$ cat src/rtl/vga_pkg.sv
// Shared encodings for the frame-pattern source.
// Holds mode/state codes and the colour-bar code ROM.
package vga_pkg;

  localparam logic [1:0] MODE_BARS  = 2'd0;
  localparam logic [1:0] MODE_GRAD  = 2'd1;
  localparam logic [1:0] MODE_CHECK = 2'd2;
  localparam logic [1:0] MODE_ADDR  = 2'd3;

  localparam logic [0:0] ST_IDLE = 1'b0;
  localparam logic [0:0] ST_RUN  = 1'b1;

  // Entry i holds colour code 7-i; bits are {R,G,B} on/off.
  localparam logic [23:0] BAR_ROM = {
    3'd0, 3'd1, 3'd2, 3'd3,
    3'd4, 3'd5, 3'd6, 3'd7
  };

  function automatic logic [2:0] bar_code(
    input logic [2:0] idx
  );
    return BAR_ROM[idx*3 +: 3];
  endfunction

endpackage

$ cat src/rtl/vga_pattern_pixel.sv
// Combinational pixel function for the pattern source.
// In: mode, x, y, bar, lin, frame_cnt. Out: pix {R,G,B}.
module vga_pattern_pixel
  import vga_pkg::*;
#(
  parameter int XW         = 10,
  parameter int YW         = 10,
  parameter int LW         = 20,
  parameter int R_W        = 5,
  parameter int G_W        = 6,
  parameter int B_W        = 5,
  parameter int BAR_COUNT  = 8,
  parameter int CHECK_LOG2 = 5
) (
  input  logic [1:0]             mode,
  input  logic [XW-1:0]          x,
  input  logic [YW-1:0]          y,
  input  logic [2:0]             bar,
  input  logic [LW-1:0]          lin,
  input  logic [7:0]             frame_cnt,
  output logic [R_W+G_W+B_W-1:0] pix
);

  localparam int DW    = R_W + G_W + B_W;
  localparam int BSTEP = 8 / BAR_COUNT;
  localparam int EW    = XW + DW;
  localparam int AW    = (LW > DW) ? LW : DW;

  logic [2:0]    code;
  logic [DW-1:0] bar_pix;
  logic [EW-1:0] xe;
  logic [DW-1:0] grad_pix;
  logic [XW-1:0] xs;
  logic [YW-1:0] ys;
  logic [DW-1:0] chk_pix;
  logic [AW-1:0] le;
  logic [DW-1:0] addr_pix;

  // Scale bar index so fewer bars still span the full code range.
  assign code    = bar_code(3'(bar * BSTEP));
  assign bar_pix = {{R_W{code[2]}},
                    {G_W{code[1]}},
                    {B_W{code[0]}}};

  // x is MSB-aligned into each channel; short x pads LSBs with 0.
  assign xe       = {x, {DW{1'b0}}};
  assign grad_pix = {xe[EW-1 -: R_W],
                     xe[EW-1 -: G_W],
                     xe[EW-1 -: B_W]};

  assign xs      = x >> CHECK_LOG2;
  assign ys      = y >> CHECK_LOG2;
  assign chk_pix = {DW{xs[0] ^ ys[0]}};

  assign le       = AW'(lin);
  assign addr_pix = le[DW-1:0] + DW'(frame_cnt);

  always_comb begin
    pix = '0;
    unique case (1'b1)
      (mode == MODE_BARS):  pix = bar_pix;
      (mode == MODE_GRAD):  pix = grad_pix;
      (mode == MODE_CHECK): pix = chk_pix;
      (mode == MODE_ADDR):  pix = addr_pix;
      default:              pix = '0;
    endcase
  end

endmodule

$ cat src/rtl/vga_pattern_gen.sv
// Frame-pattern source: one raster frame per start_i, paced by wr_en.
// In: clk, rst, start_i, mode_i, wr_en. Out: data_en, dout, busy, frame_done, frame_cnt.
module vga_pattern_gen
  import vga_pkg::*;
#(
  parameter int H_ACTIVE   = 1024,
  parameter int V_ACTIVE   = 768,
  parameter int R_W        = 5,
  parameter int G_W        = 6,
  parameter int B_W        = 5,
  parameter int DATA_W     = R_W + G_W + B_W,
  parameter int BAR_COUNT  = 8,
  parameter int CHECK_LOG2 = 5
) (
  input  logic              clk,
  input  logic              rst,
  input  logic              start_i,
  input  logic [1:0]        mode_i,
  input  logic              wr_en,
  output logic              data_en,
  output logic [DATA_W-1:0] dout,
  output logic              busy,
  output logic              frame_done,
  output logic [7:0]        frame_cnt
);

  localparam int XW  = $clog2(H_ACTIVE);
  localparam int YW  = $clog2(V_ACTIVE);
  localparam int LW  = $clog2(H_ACTIVE * V_ACTIVE);
  localparam int BPX = H_ACTIVE / BAR_COUNT;
  localparam int BW  = (BPX > 1) ? $clog2(BPX) : 1;

  logic [0:0]        state;
  logic [1:0]        mode_q;
  logic [XW-1:0]     x;
  logic [YW-1:0]     y;
  logic [LW-1:0]     lin;
  logic [2:0]        bar;
  logic [BW-1:0]     bar_px;
  logic              x_last;
  logic              y_last;
  logic              last;
  logic [DATA_W-1:0] pix;

  assign x_last = (x == XW'(H_ACTIVE - 1));
  assign y_last = (y == YW'(V_ACTIVE - 1));
  assign last   = x_last && y_last;
  assign busy   = (state == ST_RUN);

  vga_pattern_pixel #(
    .XW        (XW),
    .YW        (YW),
    .LW        (LW),
    .R_W       (R_W),
    .G_W       (G_W),
    .B_W       (B_W),
    .BAR_COUNT (BAR_COUNT),
    .CHECK_LOG2(CHECK_LOG2)
  ) u_pixel (
    .mode     (mode_q),
    .x        (x),
    .y        (y),
    .bar      (bar),
    .lin      (lin),
    .frame_cnt(frame_cnt),
    .pix      (pix)
  );

  always_ff @(posedge clk) begin
    if (rst) begin
      state      <= ST_IDLE;
      mode_q     <= '0;
      x          <= '0;
      y          <= '0;
      lin        <= '0;
      bar        <= '0;
      bar_px     <= '0;
      data_en    <= 1'b0;
      dout       <= '0;
      frame_done <= 1'b0;
      frame_cnt  <= '0;
    end else begin
      data_en    <= 1'b0;
      frame_done <= 1'b0;
      if (state == ST_IDLE) begin
        if (start_i) begin
          mode_q <= mode_i;
          x      <= '0;
          y      <= '0;
          lin    <= '0;
          bar    <= '0;
          bar_px <= '0;
          state  <= ST_RUN;
        end
      end else if (wr_en) begin
        data_en <= 1'b1;
        dout    <= pix;
        if (last) begin
          frame_done <= 1'b1;
          frame_cnt  <= frame_cnt + 8'd1;
          x          <= '0;
          y          <= '0;
          lin        <= '0;
          bar        <= '0;
          bar_px     <= '0;
          // A start on the final pixel chains the next frame.
          if (start_i) mode_q <= mode_i;
          else         state  <= ST_IDLE;
        end else if (x_last) begin
          x      <= '0;
          y      <= y + 1'b1;
          lin    <= lin + 1'b1;
          bar    <= '0;
          bar_px <= '0;
        end else begin
          x   <= x + 1'b1;
          lin <= lin + 1'b1;
          if (bar_px == BW'(BPX - 1)) begin
            bar_px <= '0;
            bar    <= bar + 1'b1;
          end else begin
            bar_px <= bar_px + 1'b1;
          end
        end
      end
    end
  end

endmodule

$ cat config.mk
export PLATFORM = sky130hd
export DESIGN_NAME = vga_pattern_gen
export DESIGN_NICKNAME = d
export VERILOG_FILES = /design/src/rtl/vga_pkg.sv /design/src/rtl/vga_pattern_pixel.sv /design/src/rtl/vga_pattern_gen.sv
export SDC_FILE = /design/constraint.sdc
export NUM_CORES = 1
export LEC_CHECK = 0
export ABC_CLOCK_PERIOD_IN_PS = 3100
export BUFFER_PORTS_ARGS = -buffer_cell sky130_fd_sc_hd__buf_2
export CORE_ASPECT_RATIO = 0.7
export CORE_MARGIN = 2
export CORE_UTILIZATION = 47
export CTS_BUF_LIST = sky130_fd_sc_hd__clkbuf_16
export DETAILED_ROUTE_END_ITERATION = 10
export PLACE_DENSITY = 0.65
export SETUP_SLACK_MARGIN = 0.02
export SLEW_MARGIN = 10
export SYNTH_ARGS = -nofsm -noshare
export SYNTH_HDL_FRONTEND = slang
export SYNTH_SLANG_ARGS = --single-unit
export TNS_END_PERCENT = 10
$ cat constraint.sdc
create_clock -name clk -period 3.1 [get_ports clk]
set_clock_uncertainty 0.1 [all_clocks]
set_input_delay 0.62 -clock clk [delete_from_list [all_inputs] [get_ports clk]]
set_output_delay 0.62 -clock clk [all_outputs]
set_load 0.05 [all_outputs]
==> results by group <==
Run status
  – Status: completed

Clock tree
  – Hold-fix buffers at CTS: 0
  – Clock root buffer: clkbuf_16
  – CTS max path bufs: 2
  – Sink Count: 75
  – Post-cts sizing count: 0
  – Postcts setup bufs: 0
  – Worst-path clk slew: 0.05 ns
  – Num CTS Buffers: 9
  – Clk_lat worst skew: 0.34 ns
  – CTS tree: yes
  – H-tree levels: 3

Placement
  – GP Congestion: 0.830
  – Cell area after placement: 4170 sq um
  – Detailed Place HPWL: 6990 microns
  – DP Worst Slack: 0.685 ns
  – Placed Instances: 583
  – Port bufs: 32

STA
  – Rel. slew slack: 0.570
  – Fin crit share: 0.796
  – Total negative slack: 0 ns
  – Worst-margin pin slew: 0.642 ns
  – Hold slack: 0.369 ns
  – RSZ-0062 raised after global routing: false
  – Slew Limit Fails: 0
  – Setup slack after layout: 0.634 ns
  – Max Clk Rate: 0.405 GHz
  – Fin crit period: 2.47 ns
  – Final Hold Vio Count: 0
  – Final setup fails: 0

Synth
  – Synth cell count leaders: nor2_1, dfxtp_1, nand2_1
  – Synth Instances: 464
  – Synthesized area: 3940 sq um
  – Synth unique cells: 58
  – Main synth FF type: dfxtp_1
  – Fraction of registers with async set/reset: 0
  – Synth Warn #: 0
  – Post-synth EDFFs: 0
  – Top-area cell type share of the netlist area: 0.381
  – Avg Inst Size Synth: 8.50 sq um
  – Most numerous cell in the Yosys netlist: nor2_1
  – Area leader, netlist: dfxtp_1
  – Syn_nets: 487
  – Sequential area share after synthesis: 0.381
  – Synth Register Bits: 75
  – Area contributors post-synth: dfxtp_1, nor2_1, xor2_1

Worst setup path
  – CP max FO: 5
  – Crit Path Class: flop to flop
  – Worst setup EP type: flop
  – Crit start category: flop
  – CP required: 3.22 ns
  – CP arrival: 2.59 ns

Power and ir drop
  – P_leak: 1.80 nW
  – Pwr Total: 2.10 mW
  – Power Dens Cells: 474 nW/um^2
  – Peak supply drop: 0.323 mV

Die
  – Core region area: 8010 sq um
  – Initial core utilization: 0.493
  – Die H: 80.6 microns
  – Die ar.: 9150 sq um
  – Die width: 113 microns
  – Row cnt: 27
  – I/O pins: 33

Finish
  – Final instance area: 4430 sq um
  – # diodes: 0
  – Non-Filler Instances: 599
  – Storage cell area: 1500 sq um
  – Share of cells above drive strength 1: 0.127
  – Fillers: 763
  – Nets: 516
  – Layout area overhead: 12.2%
  – Util after Layout: 0.553
  – Multi-input logic area: 2310 sq um

Route
  – Vias after detailed routing: 3,402
  – DRC violations left: 0
  – Final WL: 9370 microns
  – Avg Vias per Cell: 5.68
  – Antenna Nets Post-Route: 0
  – DR WL/cell: 15.6 microns
  – DR iter-0 viols: 222
  – Drt first pass iters: 5

Global route
  – Vias in the first global route: 3,186
  – Pin count of the biggest net entering global routing: 28
  – Gr usage total: 0.223
  – Grt total ovfl: 0
  – Initial antenna violation count: 0
  – First-pass GRT wire length: 15,800 microns

Job
  – Maxcap violations: 0

Hold path
  – Worst hold-check path type: flop to flop
-- per-layer routing --
layer | up-vias | global-route usage | wire length [microns]
met4 | 0 | 0.0720 | 118
li1 | 1695 | - | -
met3 | 11 | 0.0611 | 678
met2 | 102 | 0.320 | 3720
met5 | - | 0 | 0
met1 | 1594 | 0.323 | 4850
-- state kept, by name, summed over array words and instances (netlist names) --
register / cells
dout: 16
lin: 16
x: 10
y: 10
frame_cnt: 8
bar_px: 7
bar: 3
mode_q: 2
busy: 1
data_en: 1
frame_done: 1
-- layout make-up --
cell class	instances	share of cell area
timing repair buffer	38	0.0464
inverter	8	0.00679
multi-input combinational	361	0.521
tap	101	0.0286
clock buffer	9	0.0509
clock inverter	7	0.00707
sequential	75	0.339
-- cell families (layout without fill, tap and decap cells) --
| group | Yosys count | count (layout) | share of synthesized area |
|---|---|---|---|
| AND/OR/NAND/NOR | 206 | 206 | 0.250 |
| AO/OA/AOI/OAI | 82 | 82 | 0.152 |
| flip-flops | 75 | 75 | 0.381 |
| XOR/XNOR | 49 | 49 | 0.109 |
| buffers and inverters | 28 | 62 | 0.0346 |
| adder cells (fa/ha/maj) | 17 | 17 | 0.0558 |
| multiplexers | 7 | 7 | 0.0184 |
-- report_power, final --
| part | switching, mW | internal, mW |
|---|---|---|
| clock network | 0.383 | 0.525 |
| registers | 0.0178 | 0.986 |
| logic | 0.134 | 0.0526 |
-- critical path: stages, from the launching register on --
cell	delay (ns)
dfxtp_1	0.35
ha_1	0.24
fa_1	0.41
a21o_1	0.20
a221oi_2	0.37
o21ai_1	0.19
nand2_1	0.14
nor4b_1	0.06
or3_1	0.30
-- cell usage in the layout, fill, tap and decap left out, types with 12 or more instances in the layout --
master and n:
inv_1 13, nand3_1 20, nand4_1 16, xor2_1 32, ha_1 16, o21ai_0 12
buf_2 32, a21oi_1 22, nor2_1 83, nand2_1 43, dfxtp_1 75, xnor2_1 17
and3_1 13
-- worst paths after layout --
check | slack [ns] | end | cells past startpoint | from
setup / recovery | 0.63 | dout[14]$_SDFFE_PP0P_ | 8 | frame_cnt[0]$_SDFFE_PP0P_
hold / removal | 0.37 | y[1]$_SDFFE_PP0P_ | 2 | y[1]$_SDFFE_PP0P_
setup reg to reg | 0.63 | dout[14]$_SDFFE_PP0P_ | 8 | frame_cnt[0]$_SDFFE_PP0P_
hold reg to reg | 0.37 | y[1]$_SDFFE_PP0P_ | 2 | y[1]$_SDFFE_PP0P_
(Power assumes the default switching activity.)
